**config.mk**
```make
export PLATFORM = sky130hd
export DESIGN_NAME = data_arith_extend_sched
export DESIGN_NICKNAME = d
export VERILOG_FILES = /design/src/rtl/data_arith_extend_sched_pkg.sv /design/src/rtl/data_arith_extend_sched_rr_pick.sv /design/src/rtl/data_arith_extend_sched.sv
export SDC_FILE = /design/constraint.sdc
export NUM_CORES = 1
export LEC_CHECK = 0
export ABC_AREA = 1
export CAP_MARGIN = 20
export CORE_UTILIZATION = 30
export CTS_CLUSTER_DIAMETER = 120
export DETAILED_ROUTE_END_ITERATION = 12
export PLACE_DENSITY_LB_ADDON = 0.12
export SYNTH_ARGS = -nofsm -noshare
export SYNTH_HDL_FRONTEND = slang
export SYNTH_SLANG_ARGS = --single-unit
```
**constraint.sdc**
```tcl
create_clock -name ctrl -period 2.95 [get_ports ctrl]
set_clock_uncertainty 0.2 [all_clocks]
set_input_delay 0.59 -clock ctrl [delete_from_list [all_inputs] [get_ports ctrl]]
set_output_delay 0.59 -clock ctrl [all_outputs]
set_load 0.01 [all_outputs]
```
**src/rtl/data_arith_extend_sched_pkg.sv**
```systemverilog
// Shared types for the extend scheduler: control bundle, signedness select, index sizing.
package data_arith_extend_sched_pkg;

  typedef struct packed {
    logic clk;
    logic rst;
  } data_control_t;

  typedef enum logic {
    EXT_UNSIGNED = 1'b0,
    EXT_SIGNED   = 1'b1
  } data_sign_e;

  // Requester index width; a single requester still needs a 1-bit id.
  function automatic int unsigned idx_width(int unsigned n);
    return (n > 1) ? $clog2(n) : 1;
  endfunction

endpackage

```
**src/rtl/data_arith_extend_sched_rr_pick.sv**
```systemverilog
// Combinational round-robin picker: first eligible index at or after ptr, wrapping.
module data_arith_rr_pick #(
  parameter int unsigned N     = 2,
  parameter int unsigned IDX_W = 1
) (
  input  logic [N-1:0]     elig,
  input  logic [IDX_W-1:0] ptr,
  output logic [N-1:0]     grant,
  output logic [IDX_W-1:0] idx,
  output logic             any
);

  int unsigned k;

  always_comb begin
    grant = '0;
    idx   = '0;
    any   = 1'b0;
    k     = 0;
    for (int unsigned off = 0; off < N; off++) begin
      k = (32'(ptr) + off) % N;
      if (!any && elig[k]) begin
        any      = 1'b1;
        grant[k] = 1'b1;
        idx      = IDX_W'(k);
      end
    end
  end

endmodule

```
**src/rtl/data_arith_extend_sched.sv**
```systemverilog
// Round-robin scheduler sharing one sign/zero-extend pipeline among N_REQ requesters.
module data_arith_extend_sched
  import data_arith_extend_sched_pkg::*;
#(
  parameter int unsigned N_REQ   = 2,
  parameter int unsigned IN_W    = 4,
  parameter int unsigned OUT_W   = 8,
  parameter int unsigned LATENCY = 1
) (
  input  data_control_t                  ctrl,
  input  logic [N_REQ-1:0]               req_valid,
  output logic [N_REQ-1:0]               req_ready,
  input  logic [N_REQ-1:0][IN_W-1:0]     req_data,
  input  logic [N_REQ-1:0]               req_sign,
  output logic [N_REQ-1:0]               rsp_valid,
  input  logic [N_REQ-1:0]               rsp_ready,
  output logic [N_REQ-1:0][OUT_W-1:0]    rsp_data,
  output logic                           busy
);

  localparam int unsigned IDX_W = idx_width(N_REQ);

  typedef struct packed {
    logic             valid;
    logic [IDX_W-1:0] id;
    logic [OUT_W-1:0] data;
  } stage_t;

  logic clk;
  logic rst;
  assign clk = ctrl.clk;
  assign rst = ctrl.rst;

  logic [N_REQ-1:0] inflight;
  logic [N_REQ-1:0] elig;
  logic [N_REQ-1:0] grant;
  logic [N_REQ-1:0] retire_oh;
  logic [IDX_W-1:0] ptr;
  logic [IDX_W-1:0] gidx;
  logic             gany;
  logic [IN_W-1:0]  gdata;
  logic [OUT_W-1:0] ext;
  stage_t           issue_s;
  stage_t           retire_s;

  // A held result blocks its owner unless it is being consumed this cycle.
  always_comb begin
    elig = '0;
    for (int unsigned i = 0; i < N_REQ; i++)
      elig[i] = !rst && req_valid[i] && !inflight[i] && (!rsp_valid[i] || rsp_ready[i]);
  end

  data_arith_rr_pick #(
    .N     (N_REQ),
    .IDX_W (IDX_W)
  ) u_pick (
    .elig  (elig),
    .ptr   (ptr),
    .grant (grant),
    .idx   (gidx),
    .any   (gany)
  );

  assign req_ready = grant;

  always_comb begin
    gdata = req_data[gidx];
    ext   = {{(OUT_W-IN_W){1'b0}}, gdata};
    if (data_sign_e'(req_sign[gidx]) == EXT_SIGNED)
      ext = {{(OUT_W-IN_W){gdata[IN_W-1]}}, gdata};
    issue_s = '{valid: gany, id: gidx, data: ext};
  end

  // The result register is the last extend stage, so only LATENCY-1 stages sit in between.
  generate
    if (LATENCY == 1) begin : g_lat1
      assign retire_s = issue_s;
    end else begin : g_pipe
      stage_t sh [LATENCY-1];
      always_ff @(posedge clk) begin
        if (rst) begin
          for (int unsigned i = 0; i < LATENCY-1; i++) sh[i] <= '0;
        end else begin
          sh[0] <= issue_s;
          for (int unsigned i = 1; i < LATENCY-1; i++) sh[i] <= sh[i-1];
        end
      end
      assign retire_s = sh[LATENCY-2];
    end
  endgenerate

  always_comb begin
    retire_oh = '0;
    for (int unsigned i = 0; i < N_REQ; i++)
      retire_oh[i] = retire_s.valid && (retire_s.id == IDX_W'(i));
  end

  always_ff @(posedge clk) begin
    if (rst) begin
      ptr       <= '0;
      inflight  <= '0;
      rsp_valid <= '0;
      rsp_data  <= '0;
    end else begin
      if (gany)
        ptr <= (gidx == IDX_W'(N_REQ-1)) ? '0 : gidx + 1'b1;
      inflight <= (inflight | grant) & ~retire_oh;
      for (int unsigned i = 0; i < N_REQ; i++) begin
        if (retire_oh[i]) begin
          rsp_valid[i] <= 1'b1;
          rsp_data[i]  <= retire_s.data;
        end else if (rsp_valid[i] && rsp_ready[i]) begin
          rsp_valid[i] <= 1'b0;
        end
      end
    end
  end

  assign busy = (|inflight) || (|rsp_valid);

endmodule

```
## Yosys cells after proc, flatten, opt, wreduce, memory -nomap -nowiden

Index checks and enable logic that the tools add are counted.

| cells by class | value |
|---|---|
| add/subtract/negate cells | 2 |
| order comparisons | 5 |
| mux-type cells | 24 |
| bitwise gates (word level) | 5 |
| reduce and logical (&&, ||, !) cells | 26 |

Operator list:

| kind | count |
|---|---|
| 1-bit two-way mux | 17 |
| 1-bit logical AND | 13 |
| 4-bit two-way mux | 2 |
| 8-bit two-way mux | 1 |
| 1-bit logical NOT | 6 |
| 1-bit by 2-bit < comparator with 1-bit output (second input constant) | 3 |
| 2-bit two-way mux | 2 |
| 2-bit OR | 2 |
| 2-bit nonzero test | 2 |
| 2-bit OR reduction | 2 |
| 1-bit logical OR | 3 |
| 1-bit adder (second input constant) | 2 |
| 2-bit bitwise AND | 1 |
| 1-bit demux with 1-bit select | 2 |
| 1-bit >= comparator (second input constant) | 2 |
| 2-bit inverter | 1 |
| 1-bit inverter | 1 |

| storage, ports and cells | value |
|---|---|
| flip-flop bits (word level) | 21 |
| input bits | 16 |
| output and inout port bits | 21 |
| word-level logic and storage cells | 68 |

## Depth between registers and ports, before layout

Gate-level depths: netlist (run 1).

| depth | value |
|---|---|
| depth after elaboration | 14 |
| mapped depth | 9 |
| mapped depth without buffers | 9 |

## Cells and area by module

A second synthesis (run 1) with hierarchy kept.

| second synthesis, totals | value |
|---|---|
| cells, all modules | 96 |
| area total of the unflattened synthesis | 653.1 um2 |

By module, submodules not included:

| module | times used | cells an instance | area each (um2) | sequential area each (um2) |
|---|---|---|---|---|
| data_arith_extend_sched | 1 | 82 | 598.1 | 300.3 |
| data_arith_rr_pick | 1 | 14 | 55.1 | 0.0 |

## Worst setup path after synthesis (run 1)

OpenSTA, ideal clock, no wires.

| timing | value |
|---|---|
| kind | input -> output |
| start | input port rsp_ready[1] |
| end | output port req_ready[0] |
| arrival time | 1,066 ps |
| data required time | 2,160 ps |
| slack | 1,094 ps |
| cell stages on the path | 5 |
| buffers on the path | 0 |
| path through | inv_1 nand2_1 nand3_1 nand3_2 inv_2 |

| between the ends | value |
|---|---|
| cells in the longest elaborated chain, start to end | 8 |
| elaborated cells on any way between the ends | 12 |
| classes of those cells | 7 x mux; 1 x bitwise; 4 x reduce/logical |

Ends and longest elaborated chain:

| item | RTL line | text |
|---|---|---|
| start: declaration | data_arith_extend_sched.sv:16 | `input logic [N_REQ-1:0] rsp_ready,` |
| 1-bit logical OR (*) | data_arith_extend_sched.sv:50 | `elig[i] = !rst && req_valid[i] && !inflight[i] && (!rsp_valid[i] \|\| rsp_ready[i]);` |
| 1-bit logical AND (*) | data_arith_extend_sched.sv:50 |  |
| 1-bit two-way mux (not written as such) (2 in series) | data_arith_extend_sched_rr_pick.sv:22 | `if (!any && elig[k]) begin` |
| 1-bit two-way mux | data_arith_extend_sched_rr_pick.sv:22 |  |
| 1-bit logical NOT | data_arith_extend_sched_rr_pick.sv:22 |  |
| 1-bit logical AND | data_arith_extend_sched_rr_pick.sv:22 |  |
| 2-bit two-way mux (*) | data_arith_extend_sched_rr_pick.sv:22 |  |
| end: declaration | data_arith_extend_sched.sv:12 | `output logic [N_REQ-1:0] req_ready,` |

Every way passes the cells marked *; elsewhere a longest branch is shown, timed or not. The select of a mux whose other input is x is not followed.

==> metrics, run 1 <==
die width=49.0 µm; flop-to-flop setup slack=1.38 ns; DRC Markers=0; WL/cell=10.3 µm; grt total ovfl=0; sequential share of the synthesized area=45.3%; IO Pins=37; Final Max Tran Viols=0; Worst Setup End Kind=primary output; synthesized area=663 µm²; Worst-Margin Slew=0.268 ns; DR pass1 iterations=5; P_leak=0.593 nW; setup ws final=0.0461 ns; Synth Instances=89; failing checks=hold timing; First DRT Iteration DRCs=19; Critical Path End=req_ready[1]; initial antenna violation count=0; Die H=49.0 µm; crit start category=clock port; Synth Net Count=105; drt via density=4.42; # clock sinks=15; RePlAce Congestion=0.798; Worst IR Drop VDD=0.364 mV; Final Net Count=166; synth cell count leaders=dfxtp_1 (15), nor2_1 (15), nand2_1 (14), nand3_1 (10), inv_1 (9); IO Port Bufs=35; vias in the first global route=1036; Post-CTS Hold Fix Bufs=0; DP HPWL=1.04 mm; reg2reg end=rsp_data[0]$_SDFFE_PP0P_; flops & latches, synth=15; R2R Path Start=inflight[0]$_SDFF_PP0_; pre-CTS setup slack=-0.364 ns; Power Dens Cells=628 nW/µm²; status=finished, violations left; Yosys warnings=0; main area contributors after synthesis=dfxtp_1 (45%), nor2_1 (8.5%), nand2_1 (7.9%), nand3_1 (7.5%), buf_4 (6.8%); Worst-path clk slew=0.09 ns; ys async rst share=0%; syn avg cell area=7.45 µm²; Reg2Reg Depth=7; Yosys top cell by area=dfxtp_1; Worst EP required=2.16 ns; max_cap viols=0; Layout Cells excl Fill=178; Antenna diodes=0; synth unique cells=18; row cnt=16; CP max FO=3; kind of critical path=clk2out; RSZ-0062 raised after global routing=no; Initial Util=32.8%; crit path launch=ctrl[0]; WHS=-0.170 ns; final hold vios=10; ys flop type=dfxtp_1; M1 WL=689 µm; final setup vio count=0; Worst EP arrival=2.11 ns; Clk Latency, worst-skew pair=0.27 ns; Area Overhead vs Synth=85.8%; met2 wire length=905 µm; share of cells above drive strength 1=27.8%; Core Box Area=2020 µm²; final WL=1.83 mm; Max-slew headroom=82.1%; Cells after DPL=144; first-pass GRT wire length=3.18 mm; CTS tree=built; largest net degree at the start of global routing=15; HP Class=clk2reg; EDFF count, synth=0; via count=787; top sig layer=met4; top-area cell type share of the netlist area=45.3%; GRT Total Usage=20.9%; die footprint=2400 µm²; Routed Antenna Nets=0; met3 wire len=169 µm
## metrics by stage
| stage | hold WS (ns) | TNS, ns | instance area, µm² | util (%) | power (mW) |
|---|---|---|---|---|---|
| 4_1_cts | -0.177 | 0 | 1230 | 61.0 | 0.800 |
| 6_report | -0.170 | 0 | 1230 | 61.0 | 0.774 |
| 3_5_place_dp | -0.128 | -0.609 | 998 | 49.4 | 0.320 |
| 2_1_floorplan | -0.128 | 0 | 663 | - | 0.309 |
| 3_3_place_gp | -0.128 | -0.609 | 998 | 49.4 | 0.320 |
| 5_1_grt | -0.175 | 0 | 1230 | 61.0 | 0.844 |
## power breakdown
part / total (mW) / internal [mW] / switching, mW
clock network: 0.545 / 0.264 / 0.281
registers: 0.206 / 0.206 / 0
logic: 0.0233 / 0.0170 / 0.00628
## registers in the layout, summed over array words and instances (netlist names)
name       count
rsp_data      10
inflight       2
rsp_valid      2
ptr            1
## timing repair
item | in CTS | in global routing
gates resized for setup | 13 | 0
setup buffers | 3 | 0
endpoints found under the setup margin | 7 | 0
## layout by cell type, fill, tap and decap left out
cell type / synthesis / final
inv_1: 9 / 9
clkdlybuf4s50_1: 0 / 33
o21ai_0: 2 / 2
dfxtp_1: 15 / 15
nand2_1: 14 / 14
clkinvlp_4: 0 / 1
nand3_4: 0 / 2
nand3_1: 10 / 10
clkbuf_4: 0 / 7
buf_4: 6 / 3
dlygate4sd2_1: 0 / 1
clkinv_1: 2 / 2
clkbuf_1: 1 / 2
a21oi_2: 1 / 1
nor2_1: 15 / 15
o21ai_1: 5 / 5
clkbuf_16: 0 / 1
nor2_4: 1 / 1
o21ai_2: 1 / 1
inv_2: 2 / 15
buf_6: 0 / 1
inv_4: 1 / 7
inv_6: 0 / 1
nand2_8: 0 / 1
a21oi_1: 1 / 1
## layout make-up
class	instances	area [µm²]
Clock inverter	25	120
Multi-Input combinational cell	53	283
Inverter	10	37.5
Fill cell	199	790
Sequential cell	15	300
Clock buffer	15	128
Tap cell	27	33.8
Timing Repair Buffer	33	330
## cells by family (layout without fill, tap and decap cells)
kind of cell | Yosys count | count (layout) | synth area share [%]
buffers and inverters | 21 | 83 | 15.7
AOI/OAI and AO/OA | 10 | 10 | 8.68
DFF | 15 | 15 | 45.3
and+or+nand+nor | 43 | 43 | 30.4
## metal layers
layer,global-route usage [%],up-vias
li1,-,399
met1,10.6,336
met2,19.9,42
met3,24.9,10
met4,47.5,0
met5,0,-
## worst min path at each step
stage / start / end / cells after the start
final: ctrl[0] / inflight[0]$_SDFF_PP0_ / 3
after global routing: ctrl[0] / inflight[1]$_SDFF_PP0_ / 3
after CTS: ctrl[0] / inflight[0]$_SDFF_PP0_ / 3
after detailed placement: ctrl[0] / inflight[0]$_SDFF_PP0_ / 1
after global placement: ctrl[0] / inflight[0]$_SDFF_PP0_ / 1
after floorplan: ctrl[0] / inflight[0]$_SDFF_PP0_ / 1
## worst max-delay path, cell delays in order
cell       delay (ns)
clkbuf_16        0.13
inv_6            0.05
nand3_4          0.07
nor2_4           0.18
nand2_8          0.07
inv_4            0.05
buf_6            0.09
(Power assumes the default switching activity.)
==> inputs of run 2 (changes only) <==
==> constraint.sdc (replaced) <==
create_clock -name ctrl -period 2.95 [get_ports ctrl]
set_clock_uncertainty 0.2 [all_clocks]
set_input_delay 0.4425 -clock ctrl [delete_from_list [all_inputs] [get_ports ctrl]]
set_output_delay 0.4425 -clock ctrl [all_outputs]
set_load 0.01 [all_outputs]
==> run 2 against run 1 <==
Effect of this change: the flow still finishes with violations (hold timing); non-clock buffer count stayed put; core utilization decreased by 1.1 points; clock power shrank 11%; wire length fell by 3.3%; final cell count down 0.56%; power shrank 7.8%; critical path depth stayed put; worst setup slack lost 0.0070 ns; worst hold slack lost 0.00050 ns; first-iteration DRC count shrank 32%.
==> metrics, run 2 (synthesis gave the netlist of run 1 again) <==
status=finished, violations left; failing checks=hold timing; DP HPWL=1.04 mm; Power Dens Cells=589 nW/µm²; crit-path cells=clkbuf_8 -> inv_4 -> nand3_4 -> nor2_4 -> nand2_8 -> inv_4 -> clkdlybuf4s15_2; Worst IR Drop VDD=0.325 mV; Antenna diodes=0; final hold vios=9; Routed Antenna Nets=0; drt via density=4.37; GRT Total Usage=19.4%; Worst EP required=2.31 ns; IO Pins=37; First DRT Iteration DRCs=13; # clock sinks=15; IO Port Bufs=35; final WL=1.77 mm; DR pass1 iterations=4; Final Max Tran Viols=0; setup ws final=0.0391 ns; CP max FO=8; Initial Util=32.8%; Clk Latency, worst-skew pair=0.27 ns; largest net degree at the start of global routing=15; Max-slew headroom=82.0%; DRC Markers=0; max_cap viols=0; commonest non-fill, non-tap cell in the layout=clkdlybuf4s50_1; grt total ovfl=0; via count=774; P_leak=0.580 nW; Die H=49.0 µm; commonest non-fill, non-tap cells in the layout=clkdlybuf4s50_1 (33), nor2_1 (15), inv_2 (15), dfxtp_1 (15), nand2_1 (14); slowest cell on the critical path=clkdlybuf4s15_2; FILL cells=202; WHS=-0.171 ns; HP Class=clk2reg; Finished Core Util=59.9%; Worst-Margin Slew=0.269 ns; RePlAce Congestion=0.798; row cnt=16; final setup vio count=0; Post-CTS Hold Fix Bufs=0; first-pass GRT wire length=3.02 mm; CTS tree=built; kind of critical path=clk2out; Core Box Area=2020 µm²; RSZ-0062 raised after global routing=no; largest registers=rsp_data x10, inflight x2, rsp_valid x2; share of cells above drive strength 1=27.3%; Most flops, register=rsp_data; Area Overhead vs Synth=82.6%; setup tns final=0 ns; critical path's most frequent cell=inv_4; initial antenna violation count=0; Worst-path clk slew=0.09 ns; vias in the first global route=1012; WL/cell=10.0 µm; Final Net Count=165; crit start category=clock port; die width=49.0 µm; die footprint=2400 µm²; Worst Setup End Kind=primary output; max reg flops=10; CP max stage delay=0.21 ns; pre-CTS setup slack=-0.217 ns; Worst EP arrival=2.27 ns
-- run 2: what timing repair did --
action	in CTS	in global routing
buffers inserted	2	0
endpoints found under the setup margin	2	0
resized for setup	9	0
-- run 2: path summary, 6_finish.rpt --
| check | startpoint | end | slack [ns] | cells past startpoint |
|---|---|---|---|---|
| hold / removal | ctrl[0] | inflight[0]$_SDFF_PP0_ | -0.17 | 3 |
| hold reg to reg | inflight[0]$_SDFF_PP0_ | inflight[0]$_SDFF_PP0_ | 0.25 | 2 |
| setup reg to reg | inflight[0]$_SDFF_PP0_ | rsp_data[1]$_SDFFE_PP0P_ | 1.38 | 7 |
| setup / recovery | ctrl[0] | req_ready[1] | 0.04 | 7 |
-- run 2: critical path: cells and delay by family --
family | cells | cell delay (ns)
buffers and inverters | 4 | 0.46
AND/OR/NAND/NOR | 3 | 0.32
-- run 2: power breakdown --
group / switching [mW] / total, mW / internal, mW / leakage, nW
registers: 0 / 0.205 / 0.205 / 0.122
logic: 0.00630 / 0.0233 / 0.0170 / 0.173
clock network: 0.269 / 0.485 / 0.215 / 0.286
total: 0.276 / 0.713 / 0.438 / 0.580
-- run 2: layout make-up --
| cell class | instances | area, µm² | area share (%) |
|---|---|---|---|
| clock buffers | 14 | 109 | 8.99 |
| clock inverters | 25 | 118 | 9.71 |
| inverters | 10 | 37.5 | 3.10 |
| repair buffers | 33 | 330 | 27.3 |
| well taps | 27 | 33.8 | 2.79 |
| multi-input cells | 53 | 283 | 23.3 |
| flip-flops and latches | 15 | 300 | 24.8 |
-- run 2: routing by layer --
metal / track usage [%] / part of all wire [%] / vias up
met5: 0 / 0 / -
li1: - / - / 398
met1: 10.6 / 37 / 327
met2: 18.3 / 50 / 43
met3: 23.1 / 10 / 6
met4: 42.6 / 2.9 / 0
-- run 2: per-stage QoR --
stage                     hold slack, ns  instances  power, mW  area [µm²]
after global routing              -0.175        177      0.784        1210
after global placement            -0.128        144      0.320         998
after floorplan                   -0.128         89      0.309         663
after CTS                         -0.177        177      0.742        1210
final                             -0.171        177      0.713        1210
after detailed placement          -0.128        144      0.320         998
==> inputs of run 3 (changes only) <==
--- a/config.mk
+++ b/config.mk
@@ -10,6 +10,7 @@
 export CORE_UTILIZATION = 30
 export CTS_CLUSTER_DIAMETER = 120
 export DETAILED_ROUTE_END_ITERATION = 12
+export GPL_TIMING_DRIVEN = 1
 export PLACE_DENSITY_LB_ADDON = 0.12
 export SYNTH_ARGS = -nofsm -noshare
 export SYNTH_HDL_FRONTEND = slang
==> results of run 3 <==
Same layout as run 2: the final DEF is identical, and so are final timing and power.
